`src/rtl/bcd_cntr_pkg.sv`:
```
// Shared definitions for the gated BCD event counter: FSM state encoding,
// BCD digit constants and the single-digit increment rule.
package bcd_cntr_pkg;

    // Measurement controller states
    typedef enum logic [1:0] {
        ST_IDLE  = 2'd0,
        ST_CLEAR = 2'd1,
        ST_GATE  = 2'd2,
        ST_HOLD  = 2'd3
    } state_t;

    // Width of one packed BCD digit
    localparam int BCD_W = 4;

    // Largest value a BCD digit can hold before it wraps
    localparam logic [BCD_W-1:0] BCD_MAX = 4'd9;

    // Value a digit takes after this clock when its increment enable is inc
    function automatic logic [BCD_W-1:0] bcd_next(input logic [BCD_W-1:0] q,
                                                  input logic             inc);
        logic [BCD_W-1:0] nxt;
        nxt = q;
        if (inc) begin
            if (q == BCD_MAX) begin
                nxt = '0;
            end else begin
                nxt = q + 4'd1;
            end
        end
        return nxt;
    endfunction

endpackage

```
`src/rtl/bcd_digit.sv`:
```
// One decade of the synchronous BCD counter. All digits share clk; the carry
// between decades is an enable (inc) computed by the parent, never a clock.
module bcd_digit
    import bcd_cntr_pkg::*;
(
    input  logic             clk,
    input  logic             rstn,
    input  logic             clr,
    input  logic             inc,
    output logic [BCD_W-1:0] q,
    output logic             is_nine
);

    // Digit register: synchronous clear wins over increment
    always_ff @(posedge clk or negedge rstn) begin
        if (!rstn) begin
            q <= '0;
        end else if (clr) begin
            q <= '0;
        end else begin
            q <= bcd_next(q, inc);
        end
    end

    assign is_nine = (q == BCD_MAX);

endmodule

```
`src/rtl/bcd_gate_cntr_ctrl.sv`:
```
// Gated BCD event counter. A start in IDLE clears the count, opens a gate of
// GATE_CYCLES clocks during which each synchronized rising edge of evt adds
// one to a DIGITS-wide BCD counter, then presents the result (and an
// overflow flag) with res_valid until res_ready accepts it.
//
// Result handshake: res_valid is high for every HOLD cycle; res_bcd/res_ovf
// are stable while res_valid=1 and res_ready=0; the result is consumed on the
// clock edge where res_valid and res_ready are both 1, and res_valid is low
// on the following cycle. abort drops a pending result without consuming it.
module bcd_gate_cntr_ctrl
    import bcd_cntr_pkg::*;
#(
    parameter int DIGITS      = 4,
    parameter int GATE_CYCLES = 1000
) (
    input  logic                    clk,
    input  logic                    rstn,
    input  logic                    start,
    input  logic                    abort,
    input  logic                    evt,
    output logic [BCD_W*DIGITS-1:0] res_bcd,
    output logic                    res_ovf,
    output logic                    res_valid,
    input  logic                    res_ready,
    output logic                    busy,
    output logic [1:0]              dbg_state
);

    localparam int CNT_W = BCD_W * DIGITS;
    localparam int GCW   = (GATE_CYCLES > 1) ? $clog2(GATE_CYCLES) : 1;
    localparam logic [GCW-1:0] GATE_LAST = GCW'(GATE_CYCLES - 1);

    state_t            state;
    logic              evt_s1;
    logic              evt_s2;
    logic              evt_s3;
    logic [1:0]        prime;
    logic              evt_rise;
    logic [GCW-1:0]    gate_cnt;
    logic              gate_last;
    logic              clr_cnt;
    logic              count_en;
    logic              ovf_flag;
    logic              ovf_next;
    logic              all_nine;
    logic [DIGITS-1:0] nine;
    logic [DIGITS-1:0] inc;
    logic [CNT_W-1:0]  cnt_q;
    logic [CNT_W-1:0]  cnt_next;

    assign dbg_state = state;

    // Two-flop synchronizer plus edge history. prime counts the first three
    // clocks after reset so that the reset value of the history flops can
    // never masquerade as a rising edge (an evt already high at release).
    always_ff @(posedge clk or negedge rstn) begin
        if (!rstn) begin
            evt_s1 <= 1'b0;
            evt_s2 <= 1'b0;
            evt_s3 <= 1'b0;
            prime  <= 2'd0;
        end else begin
            evt_s1 <= evt;
            evt_s2 <= evt_s1;
            evt_s3 <= evt_s2;
            if (prime != 2'd3) begin
                prime <= prime + 2'd1;
            end
        end
    end

    assign evt_rise  = evt_s2 & ~evt_s3 & (prime == 2'd3);
    assign clr_cnt   = (state == ST_CLEAR);
    assign count_en  = (state == ST_GATE) & evt_rise;
    assign gate_last = (state == ST_GATE) && (gate_cnt == GATE_LAST);
    assign all_nine  = &nine;
    assign ovf_next  = ovf_flag | (count_en & all_nine);

    // Carry chain: a digit advances when every lower digit is 9
    always_comb begin
        logic carry;
        carry = count_en;
        inc   = '0;
        for (int i = 0; i < DIGITS; i++) begin
            inc[i] = carry;
            carry  = carry & nine[i];
        end
    end

    // Decades of the counter, plus their next value for the result register
    for (genvar g = 0; g < DIGITS; g++) begin : g_digit
        bcd_digit u_digit (
            .clk     (clk),
            .rstn    (rstn),
            .clr     (clr_cnt),
            .inc     (inc[g]),
            .q       (cnt_q[g*BCD_W +: BCD_W]),
            .is_nine (nine[g])
        );
        assign cnt_next[g*BCD_W +: BCD_W] = bcd_next(cnt_q[g*BCD_W +: BCD_W], inc[g]);
    end

    // Gate timer: zeroed in CLEAR, advances once per GATE cycle
    always_ff @(posedge clk or negedge rstn) begin
        if (!rstn) begin
            gate_cnt <= '0;
        end else if (clr_cnt) begin
            gate_cnt <= '0;
        end else if (state == ST_GATE) begin
            gate_cnt <= gate_cnt + GCW'(1);
        end
    end

    // Sticky overflow: set when a full counter rolls over, cleared in CLEAR
    always_ff @(posedge clk or negedge rstn) begin
        if (!rstn) begin
            ovf_flag <= 1'b0;
        end else if (clr_cnt) begin
            ovf_flag <= 1'b0;
        end else if (count_en && all_nine) begin
            ovf_flag <= 1'b1;
        end
    end

    // Measurement FSM with registered busy/result outputs. The result is
    // captured from the next-count value so an edge in the last GATE cycle
    // is included.
    always_ff @(posedge clk or negedge rstn) begin
        if (!rstn) begin
            state     <= ST_IDLE;
            busy      <= 1'b0;
            res_valid <= 1'b0;
            res_bcd   <= '0;
            res_ovf   <= 1'b0;
        end else begin
            case (state)
                ST_IDLE: begin
                    if (start && !abort) begin
                        state <= ST_CLEAR;
                        busy  <= 1'b1;
                    end
                end
                ST_CLEAR: begin
                    if (abort) begin
                        state <= ST_IDLE;
                        busy  <= 1'b0;
                    end else begin
                        state <= ST_GATE;
                    end
                end
                ST_GATE: begin
                    if (abort) begin
                        state <= ST_IDLE;
                        busy  <= 1'b0;
                    end else if (gate_last) begin
                        state     <= ST_HOLD;
                        res_valid <= 1'b1;
                        res_bcd   <= cnt_next;
                        res_ovf   <= ovf_next;
                    end
                end
                ST_HOLD: begin
                    if (abort || res_ready) begin
                        state     <= ST_IDLE;
                        busy      <= 1'b0;
                        res_valid <= 1'b0;
                    end
                end
                default: begin
                    state     <= ST_IDLE;
                    busy      <= 1'b0;
                    res_valid <= 1'b0;
                end
            endcase
        end
    end

endmodule

```
`config.mk`:
```
export PLATFORM = sky130hd
export DESIGN_NAME = bcd_gate_cntr_ctrl
export DESIGN_NICKNAME = d
export VERILOG_FILES = /design/src/rtl/bcd_cntr_pkg.sv /design/src/rtl/bcd_digit.sv /design/src/rtl/bcd_gate_cntr_ctrl.sv
export SDC_FILE = /design/constraint.sdc
export NUM_CORES = 1
export LEC_CHECK = 0
export CAP_MARGIN = 20
export CORE_ASPECT_RATIO = 0.6
export CORE_MARGIN = 5
export CORE_UTILIZATION = 57
export CTS_BUF_LIST = sky130_fd_sc_hd__clkbuf_8
export DETAILED_ROUTE_END_ITERATION = 12
export PLACE_DENSITY = 0.87
export SYNTH_ARGS = -nofsm -noshare
export SYNTH_HDL_FRONTEND = slang
export SYNTH_SLANG_ARGS = --single-unit
```
`constraint.sdc`:
```
create_clock -name clk -period 3.4 [get_ports clk]
set_clock_uncertainty 0.2 [all_clocks]
set_input_delay 0.68 -clock clk [delete_from_list [all_inputs] [get_ports clk]]
set_output_delay 0.68 -clock clk [all_outputs]
set_load 0.1 [all_outputs]
```
### Yosys cells after proc, flatten, opt, wreduce, memory -nomap -nowiden

Index checks and enable logic that the tools add are counted.

* input bits: 6
* bits in latches: 0
* memories kept: 0
* output and inout port bits: 21
* memory bits (writable): 0
* memory bits (read-only): 0
* logic and storage cells: 91
* register bits after elaboration: 53

* reduce and logical (&&, ||, !) cells: 15
* multipliers: 0
* shift operators: 0
* $lt $le $gt $ge: 0
* $add $sub $neg: 6
* divide/modulo/power cells: 0
* mux-type cells: 29
* eq/ne operators: 16
* bitwise operators: 10

Operators by type and width (count)
* 2-to-1 mux 4 bit: 12
* 2-to-1 mux 10 bit: 2
* adder 4 x 1 -> 4 bit (second input constant): 4
* equality test 4 bit (second input constant): 4
* adder 10 x 1 -> 10 bit (second input constant): 1
* equality test 10 bit (second input constant): 1
* 2-to-1 mux 2 bit: 5
* != test 2 bit (second input constant): 5
* AND reduction 3 bit: 3
* case mux 2 bit (4 select lines): 1
* AND reduction 4 bit: 2
* bitwise AND 1 bit: 7
* 2-to-1 mux 1 bit: 7
* equality test 2 bit (second input constant): 3
* nonzero test 2 bit: 3
* logical AND 1 bit: 3
* != test 3 bit (second input constant): 1
* case mux 1 bit (3 select lines): 1
* adder 2 x 1 -> 2 bit (second input constant): 1
* equality test 2 x 1 -> 1 bit (second input constant): 1
* logical NOT 2 bit: 1
* != test 2 x 1 -> 1 bit (second input constant): 1
* NOT 1 bit: 2
* case mux 1 bit (2 select lines): 1
* other kinds (4): 4

### Longest topological paths before layout

Gate-level depths: netlist of run 1.

* depth in word-level cells: 9
* mapped depth: 8
* gate-level depth less buffers: 7

### Hierarchy

A second synthesis of run 1 with hierarchy kept.

* cells, all modules: 315
* area total of the unflattened synthesis: 2985.4 um^2

By module, submodules not included
* bcd_gate_cntr_ctrl: instances 1, area an instance 2014.4 um^2, cells each 211
* bcd_digit: instances 4, area an instance 242.7 um^2, cells each 26

### Worst setup path before layout of run 1

Ideal clock, no wire load.

* path type: register to register
* start point: register state[1] (netlist: dbg_state[1])
* end point: register res_bcd[15]
* cell stages (with the launch flop): 8
* data required time: 3067 ps
* arrival time: 2765 ps
* buffers on the path: 1
* clock period less this slack: 3098 ps
* setup time: 133 ps
* slack: 302 ps
* cells stage by stage: dfrtp_1 ha_1 nand4b_1 or4_1 buf_2 o31a_1 a221oi_2 a21oi_1

* cells in the longest elaborated chain, start to end: 6

RTL lines
* start, declared: line bcd_gate_cntr_ctrl.sv:33 `state_t state;`
* start signal, assigned: line bcd_gate_cntr_ctrl.sv:130 `state <= ST_IDLE;`
* start signal, assigned: line bcd_gate_cntr_ctrl.sv:139 `state <= ST_CLEAR;`
* start signal, assigned: line bcd_gate_cntr_ctrl.sv:145 `state <= ST_IDLE;`
* equality test 2 bit (*): line bcd_gate_cntr_ctrl.sv:74, bcd_gate_cntr_ctrl.sv:75, bcd_gate_cntr_ctrl.sv:136
* bitwise AND 1 bit: line bcd_gate_cntr_ctrl.sv:74 `assign count_en = (state == ST_GATE) & evt_rise;`
* bitwise AND 1 bit (3 in series): line bcd_gate_cntr_ctrl.sv:86 `carry = carry & nine[i];`
* 2-to-1 mux 4 bit: line bcd_cntr_pkg.sv:24 `if (inc) begin`
* end signal, assigned: line bcd_gate_cntr_ctrl.sv:158 `res_bcd <= cnt_next;`
* end, declared: line bcd_gate_cntr_ctrl.sv:21 `output logic [BCD_W*DIGITS-1:0] res_bcd,`

Mark *: on every way between the ends. The rest lies on a longest branch, timed or not.
A chain may end at the register's enable or synchronous reset.

### Worst setup path in the final report of run 1

* start point: register state[0] (netlist: dbg_state[0])
* end point: register res_bcd[15]

The elaborated chain is that of the path after synthesis.

==> impl_metrics.toml, run 1 <==
[run_status]
outcome = "complete, no violations"

[global_routing]
top_usage_layer = "met2"
overflow = 0
use_met3_pct = 4.96
grt_max_degree = 54
antenna_found_initial = 0
grt_pass1_wl_mm = 8.27
gr-usage-met1_pct = 27.3
grt_use_met2_pct = 28.3
grt_pass1_vias = 1740
grt_usage_pct = 18.9

[cells_and_area]
area_growth_pct = 14.8
final_cells = 340
drive_above_1_share_pct = 12.5
n_fill_cell = 340
nets = 293
antenna_cells = 0
fin_area_sq_um = 2820

[drt]
routedWlPerCell_um = 13.8
ant_nets = 0
first_pass_iters = 4
drc_errors = 0
avgViaCountPerCell = 5.33
wirelength_mm = 4.68
vias = 1812
drtIter0Drc = 101

[synthesis]
synth_top_flop_cell = "dfrtp_1"
synthCells = 251
synth.distinct_cells = 42
synthTopCellsByCount = "dfrtp_1 (53), nor2_1 (48), a21oi_1 (35), nand2_1 (12), inv_1 (11)"
yosysTopAreaCell = "dfrtp_1"
post_synth.cell_area_avg_sq_um = 9.80
yosysWarnings = 0
synth-seq-cells = 53
synth_top_area_share_pct = 53.9
synth_fp_nets = 265
ys_seq_area_share_pct = 53.9
async_flop_share_pct = 100
netlist_area_sq_um = 2460
synth-edff-count = 0
synthMostInstantiatedCell = "dfrtp_1"
ys_top_cells_by_area = "dfrtp_1 (54%), nor2_1 (7.3%), a21oi_1 (7.1%), ha_1 (4.1%), xnor2_1 (2.8%)"

[sta]
finalCritPeriodShare_pct = 84.2
hold_viol = 0
slew_violations = 0
maxSlewHeadroom_pct = 41.7
worst_pin_slew_ns = 0.874
fmax_mhz = 349
tns_ns = 0
fin_crit_ns = 2.86
setup_viol = 0
fin_ws_ns = 0.536
rsz0062_at_grt = "no"

[floorplan]
initial_core_util_pct = 59.4
pin_count = 27
rows = 18
fp.dieArea_sq_um = 5770
die_height_um = 60.9
coreArea_sq_um = 4140
chipWidth_um = 94.8

[setup_path]
crit_type = "reg2reg"
arrival_ns = 2.84
cp.required_ns = 3.37
start_kind = "flip-flop"
end_kind = "flip-flop"
worstPathMaxFanout = 7

[clocking]
cts_resized = 0
holdBufCountCts = 0
clock_sinks = 53
h-tree-depth = 2
cts_setup_buffers = 0
numCtsBuffers = 5
clock_path_buffers = 2
cts_tree = "built"
clk_pin_slew_ns = 0.08
cts_root_buf = "clkbuf_8"
clk_latency_ns = 0.30

[pwr]
irDropWorstVdd_mv = 0.409
leakagePower_uw = 0.00132
power.density_nw_per_um2 = 579

[flow_run]
maxCapViolCount = 0

[placement]
dp.cells = 332
place_area_sq_um = 2740
finalWeightedCongestion = 0.796
portBuffers = 26
post-place-ws_ns = 0.587
hpwl_mm = 3.21

[worst_hold_path]
hp-class = "reg2reg"
-- worst max-delay path: stages, from the launching register on --
cell	delay (ns)
dfrtp_1	0.42
inv_1	0.11
ha_1	0.29
nand4b_1	0.31
or4_1	0.71
o31a_1	0.35
a221oi_2	0.23
a21oi_1	0.11
-- metrics by stage --
stage	hold slack (ns)	util (%)	power (uW)
floorplan	0.131	-	1160
global placement	0.147	66.2	1300
detailed placement	0.150	66.2	1310
CTS	0.170	68.1	1650
global route	0.182	68.1	1740
finish	0.163	68.1	1640
-- path summary, 6_finish.rpt --
path / from / end / slack [ns] / cells after the start
setup reg to reg: dbg_state[0] / res_bcd[15] / 0.54 / 7
hold / removal: evt_s1 / evt_s2 / 0.16 / 0
setup / recovery: dbg_state[0] / res_bcd[15] / 0.54 / 7
hold reg to reg: evt_s1 / evt_s2 / 0.16 / 0
min in group asynchronous: rstn / gate_cnt[0] / 0.27 / 2
max in group asynchronous: rstn / prime[0] / 2.29 / 2
-- layout by cell type, fill, tap and decap left out, types with 5 or more instances in the layout --
master	instances
o21ai_0	5
buf_4	26
xnor2_1	8
nand3_1	6
ha_1	8
dfrtp_1	53
clkbuf_8	5
a21oi_1	35
inv_1	14
nor2_1	48
nor3_1	6
nand2_1	12
-- cell families (layout without fill, tap and decap cells) --
family	count (synthesis)	in the layout	synth area share (%)
and+or+nand+nor	100	100	20.3
AOI/OAI and AO/OA	54	54	12.9
DFF	53	53	53.9
buffers and inverters	21	50	3.26
xor gates and xnor gates	12	12	4.27
adders and majority gates	8	8	4.07
muxes	3	3	1.27
-- power breakdown --
| part | total [uW] | internal [uW] | switching [uW] |
|---|---|---|---|
| clock | 329 | 138 | 191 |
| sequential | 747 | 686 | 60.7 |
| combinational | 559 | 177 | 383 |
| total | 1640 | 1000 | 635 |
-- metal layers --
layer | share of wire [%] | vias to the layer above
li1 | - | 914
met1 | 49 | 848
met2 | 45 | 42
met3 | 4.8 | 8
met4 | 1.2 | 0
met5 | 0 | -
-- layout make-up --
cell class | count | area (sq um) | share of cell area [%]
clock buffers | 5 | 68.8 | 2.44
clock inverters | 3 | 11.3 | 0.399
inverters | 11 | 41.3 | 1.46
multi-input cells | 177 | 1060 | 37.5
flip-flops and latches | 53 | 1330 | 47.0
well taps | 60 | 75.1 | 2.66
repair buffers | 31 | 240 | 8.51
-- flip-flops by register name, indices dropped and copies added (netlist names) --
register and cells:
prime 2, evt_s1 1, gate_cnt 10, evt_s2 1
g_digit.u_digit.q 16, busy 1, ovf_flag 1, res_valid 1
res_bcd 16, res_ovf 1, evt_s3 1, dbg_state 2
Note: power is estimated with default switching activity, not from simulation.
==> inputs of run 2 (changes only) <==
CORE_UTILIZATION = 52   (was 57)
PLACE_DENSITY = 0.83   (was 0.87)
clock period = 2.63 ns   (was 3.4 ns; I/O delays follow)
==> impl_metrics.toml, run 2 (same netlist as run 1, synthesis figures left out) <==
[sta]
worst_pin_slew_ns = 0.635
tns_ns = 0
maxSlewHeadroom_pct = 57.7
finalCritPeriodShare_pct = 88.0
hold_viol = 0
rsz0062_at_grt = "no"
slew_violations = 0
fin_crit_ns = 2.31
holdWs_ns = 0.0280
fmax_mhz = 432
setup_viol = 0

[clocking]
clk_pin_slew_ns = 0.10
holdBufCountCts = 0
cts_root_buf = "clkbuf_8"
cts_tree = "built"
clock_path_buffers = 2
numCtsBuffers = 5
clk_latency_ns = 0.31
cts_setup_buffers = 0
cts_resized = 0
h-tree-depth = 2
clock_sinks = 53

[setup_path]
start_kind = "flip-flop"
max_stage_delay_ns = 0.51
worstPathMaxFanout = 5
worstPathCellList = "or3b_1 > or4_1 > buf_4 > nor4_1 > a21oi_1 > a21oi_1"
critPathTopFamily = "simple AND/OR/NAND/NOR gates"
crit_type = "reg2reg"
critPathBufInv = 1
cp.required_ns = 2.67
slowest_stage = "or4_1"
cp_common_cell = "a21oi_1"
end_kind = "flip-flop"
arrival_ns = 2.35

[global_routing]
overflow = 0
grt_pass1_vias = 1764
grt_max_degree = 36
antenna_found_initial = 0
grt_pass1_wl_mm = 8.25
grt_usage_pct = 16.2

[placement]
finalWeightedCongestion = 0.805
portBuffers = 26
hpwl_mm = 3.43

[floorplan]
rows = 19
pin_count = 27
chipWidth_um = 98.8
initial_core_util_pct = 53.9
die_height_um = 63.3
fp.dieArea_sq_um = 6250
coreArea_sq_um = 4560

[drt]
vias = 1820
drc_errors = 0
avgViaCountPerCell = 5.24
drtIter0Drc = 97
wirelength_mm = 4.73
ant_nets = 0
first_pass_iters = 4
routedWlPerCell_um = 13.6

[cells_and_area]
final_common_cell = "dfrtp_1"
final_util_pct = 63.2
area_growth_pct = 17.3
n_fill_cell = 398
reg_top3 = "g_digit.u_digit.q x16, res_bcd x16, gate_cnt x10"
seqCellArea_sq_um = 1330
nets = 297
drive_above_1_share_pct = 16.2
antenna_cells = 0
multiInputGateArea_sq_um = 1070
layout_common_cells = "dfrtp_1 (51), nor2_1 (48), a21oi_1 (35)"

[pwr]
leakagePower_uw = 0.00133
power.density_nw_per_um2 = 757
irDropWorstVdd_mv = 0.391

[flow_run]
maxCapViolCount = 0

[run_status]
outcome = "complete, no violations"

[worst_hold_path]
hp-class = "in2async"
run 2: final cells by class:
class                           instances  share of cell area [%]
Inverter                               11                    1.52
Tap cell                               63                    2.73
Sequential cell                        53                    46.2
Multi-Input combinational cell        177                    37.2
Timing Repair Buffer                   35                    9.37
Clock inverter                          3                   0.607
Clock buffer                            5                    2.39
run 2: metal layers:
| metal | up-vias | track usage [%] | part of all wire (%) |
|---|---|---|---|
| li1 | 925 | - | - |
| met1 | 857 | 24.5 | 54 |
| met2 | 38 | 22.4 | 41 |
| met3 | 0 | 4.74 | 5.0 |
| met4 | 0 | 4.43 | 0 |
| met5 | - | 0 | 0 |
run 2: per-stage QoR:
stage          cells  worst slack (ns)  power (uW)  cell area (sq um)
2_1_floorplan    251            0.0881        1530               2480
5_1_grt          347             0.184        2320               2890
3_5_place_dp     339             0.330        1750               2800
4_1_cts          347             0.303        2200               2890
6_report         347             0.315        2180               2890
3_3_place_gp     339             0.388        1730               2800
run 2: worst paths after layout:
kind	startpoint	slack, ns	endpoint	cells after the start
min in group clk	evt_s1	0.15	evt_s2	0
setup / recovery	g_digit[1].u_digit.q[1]	0.32	res_bcd[13]	6
hold / removal	rstn	0.03	gate_cnt[9]	1
hold reg to reg	evt_s1	0.15	evt_s2	0
max in group asynchronous	rstn	1.55	gate_cnt[7]	2
setup reg to reg	g_digit[1].u_digit.q[1]	0.32	res_bcd[13]	6
run 2: worst reg2reg max path, cell delays in order (launching register included):
cell     delay, ns
dfrtp_1       0.41
or3b_1        0.42
or4_1         0.51
buf_4         0.18
nor4_1        0.27
a21oi_1       0.10
a21oi_1       0.16
run 2: report_power, final:
group	internal, uW	leakage [uW]	switching (uW)
sequential	897	0.000708	83.5
clock	184	0.0000439	265
combinational	252	0.000575	501
==> inputs of run 3 (changes only) <==
CORE_MARGIN = 2   (was 5)
TNS_END_PERCENT = 1   (was not set)
==> impl_metrics.toml, run 3 (same netlist as run 1, synthesis figures left out) <==
[floorplan]
chipWidth_um = 92.8
rows = 19
die_height_um = 57.3
fp.dieArea_sq_um = 5310
initial_core_util_pct = 53.9
coreArea_sq_um = 4560
pin_count = 27

[run_status]
violations = "hold timing"
outcome = "finished with violations"

[setup_path]
worstPathMaxFanout = 4
crit_type = "reg2reg"
arrival_ns = 2.28
start_kind = "flip-flop"
cp.required_ns = 2.63
end_kind = "flip-flop"

[drt]
drtIter0Drc = 88
vias = 1861
avgViaCountPerCell = 5.36
wirelength_mm = 4.66
ant_nets = 0
routedWlPerCell_um = 13.4
drc_errors = 0
first_pass_iters = 4

[clocking]
cts_setup_buffers = 0
h-tree-depth = 2
clock_sinks = 53
clock_path_buffers = 2
holdBufCountCts = 0
clk_latency_ns = 0.31
cts_resized = 0
cts_tree = "built"
cts_root_buf = "clkbuf_8"
clk_pin_slew_ns = 0.10
numCtsBuffers = 5

[global_routing]
grt_usage_pct = 19.6
grt_max_degree = 36
antenna_found_initial = 0
grt_pass1_wl_mm = 8.07
grt_pass1_vias = 1717
overflow = 0

[pwr]
power_frac_seq_pct = 44.2
netSwitchingPower_uw = 856
power.density_nw_per_um2 = 766
p_clk_share_pct = 22.0
switching_share_pct = 38.6
p_int_uw = 1360
combPwrFrac_pct = 33.8
irDropWorstVdd_mv = 0.361
leakagePower_uw = 0.00133

[cells_and_area]
layout_common_cells = "dfrtp_1 (51), nor2_1 (48), a21oi_1 (35)"
n_fill_cell = 387
nets = 297
antenna_cells = 0
seqCellArea_sq_um = 1330
reg_top3 = "g_digit.u_digit.q x16, res_bcd x16, gate_cnt x10"
final_common_cell = "dfrtp_1"
drive_above_1_share_pct = 16.2
area_growth_pct = 17.7
multiInputGateArea_sq_um = 1070

[sta]
holdWs_ns = -0.00142
tns_ns = 0
worst_pin_slew_ns = 0.569
maxSlewHeadroom_pct = 62.1
hold_viol = 2
setup_viol = 0
finalCritPeriodShare_pct = 86.9
fmax_mhz = 438
rsz0062_at_grt = "no"
fin_ws_ns = 0.344
slew_violations = 0
fin_crit_ns = 2.29

[flow_run]
maxCapViolCount = 0

[placement]
finalWeightedCongestion = 0.823
portBuffers = 26
post-place-ws_ns = 0.309
hpwl_mm = 3.41

[worst_hold_path]
hp-class = "in2async"
-- run 3: stage by stage --
step	power, uW	util [%]	area (sq um)	instances
finish	2220	63.4	2900	347
global route	2360	63.4	2900	347
CTS	2220	63.4	2900	347
detailed placement	1740	61.3	2800	339
global placement	1730	61.3	2800	339
floorplan	1530	-	2480	251
-- run 3: cell type report --
type	count	area share (%)
Clock inverter	2	0.475
Multi-Input combinational cell	177	37.0
Timing Repair Buffer	35	9.33
Tap cell	63	2.72
Clock buffer	6	2.85
Sequential cell	53	46.1
Inverter	11	1.51
-- run 3: critical path, stage by stage, from the launching register on --
cell and delay (ns):
dfrtp_1 0.41, or3b_1 0.43, or4_1 0.51, o31a_1 0.32, a221oi_2 0.20, a21oi_1 0.09
-- run 3: path summary, 6_finish.rpt --
kind	start	endpoint	slack [ns]	cells after the start
max	g_digit[1].u_digit.q[1]	res_bcd[15]	0.34	5
min	rstn	gate_cnt[2]	-0.001	1
max reg2reg	g_digit[1].u_digit.q[1]	res_bcd[15]	0.34	5
min in group clk	evt_s1	evt_s2	0.16	0
max in group asynchronous	rstn	g_digit[2].u_digit.q[0]	1.61	2
min reg2reg	evt_s1	evt_s2	0.16	0
-- run 3: power groups by stage --
stage	combinational [uW]	clock (uW)	sequential (uW)
after global placement	734	0	992
after global routing	832	530	998
after CTS	749	496	979
final	749	489	980
after detailed placement	746	0	996
after floorplan	400	0	1130
-- run 3: layer usage --
layer | global-route usage (%) | share of wire [%] | vias up
li1 | - | - | 927
met1 | 29.8 | 52 | 895
met2 | 28.0 | 43 | 37
met3 | 5.15 | 4.4 | 2
met4 | 5.67 | 0.45 | 0
met5 | 0 | 0 | -
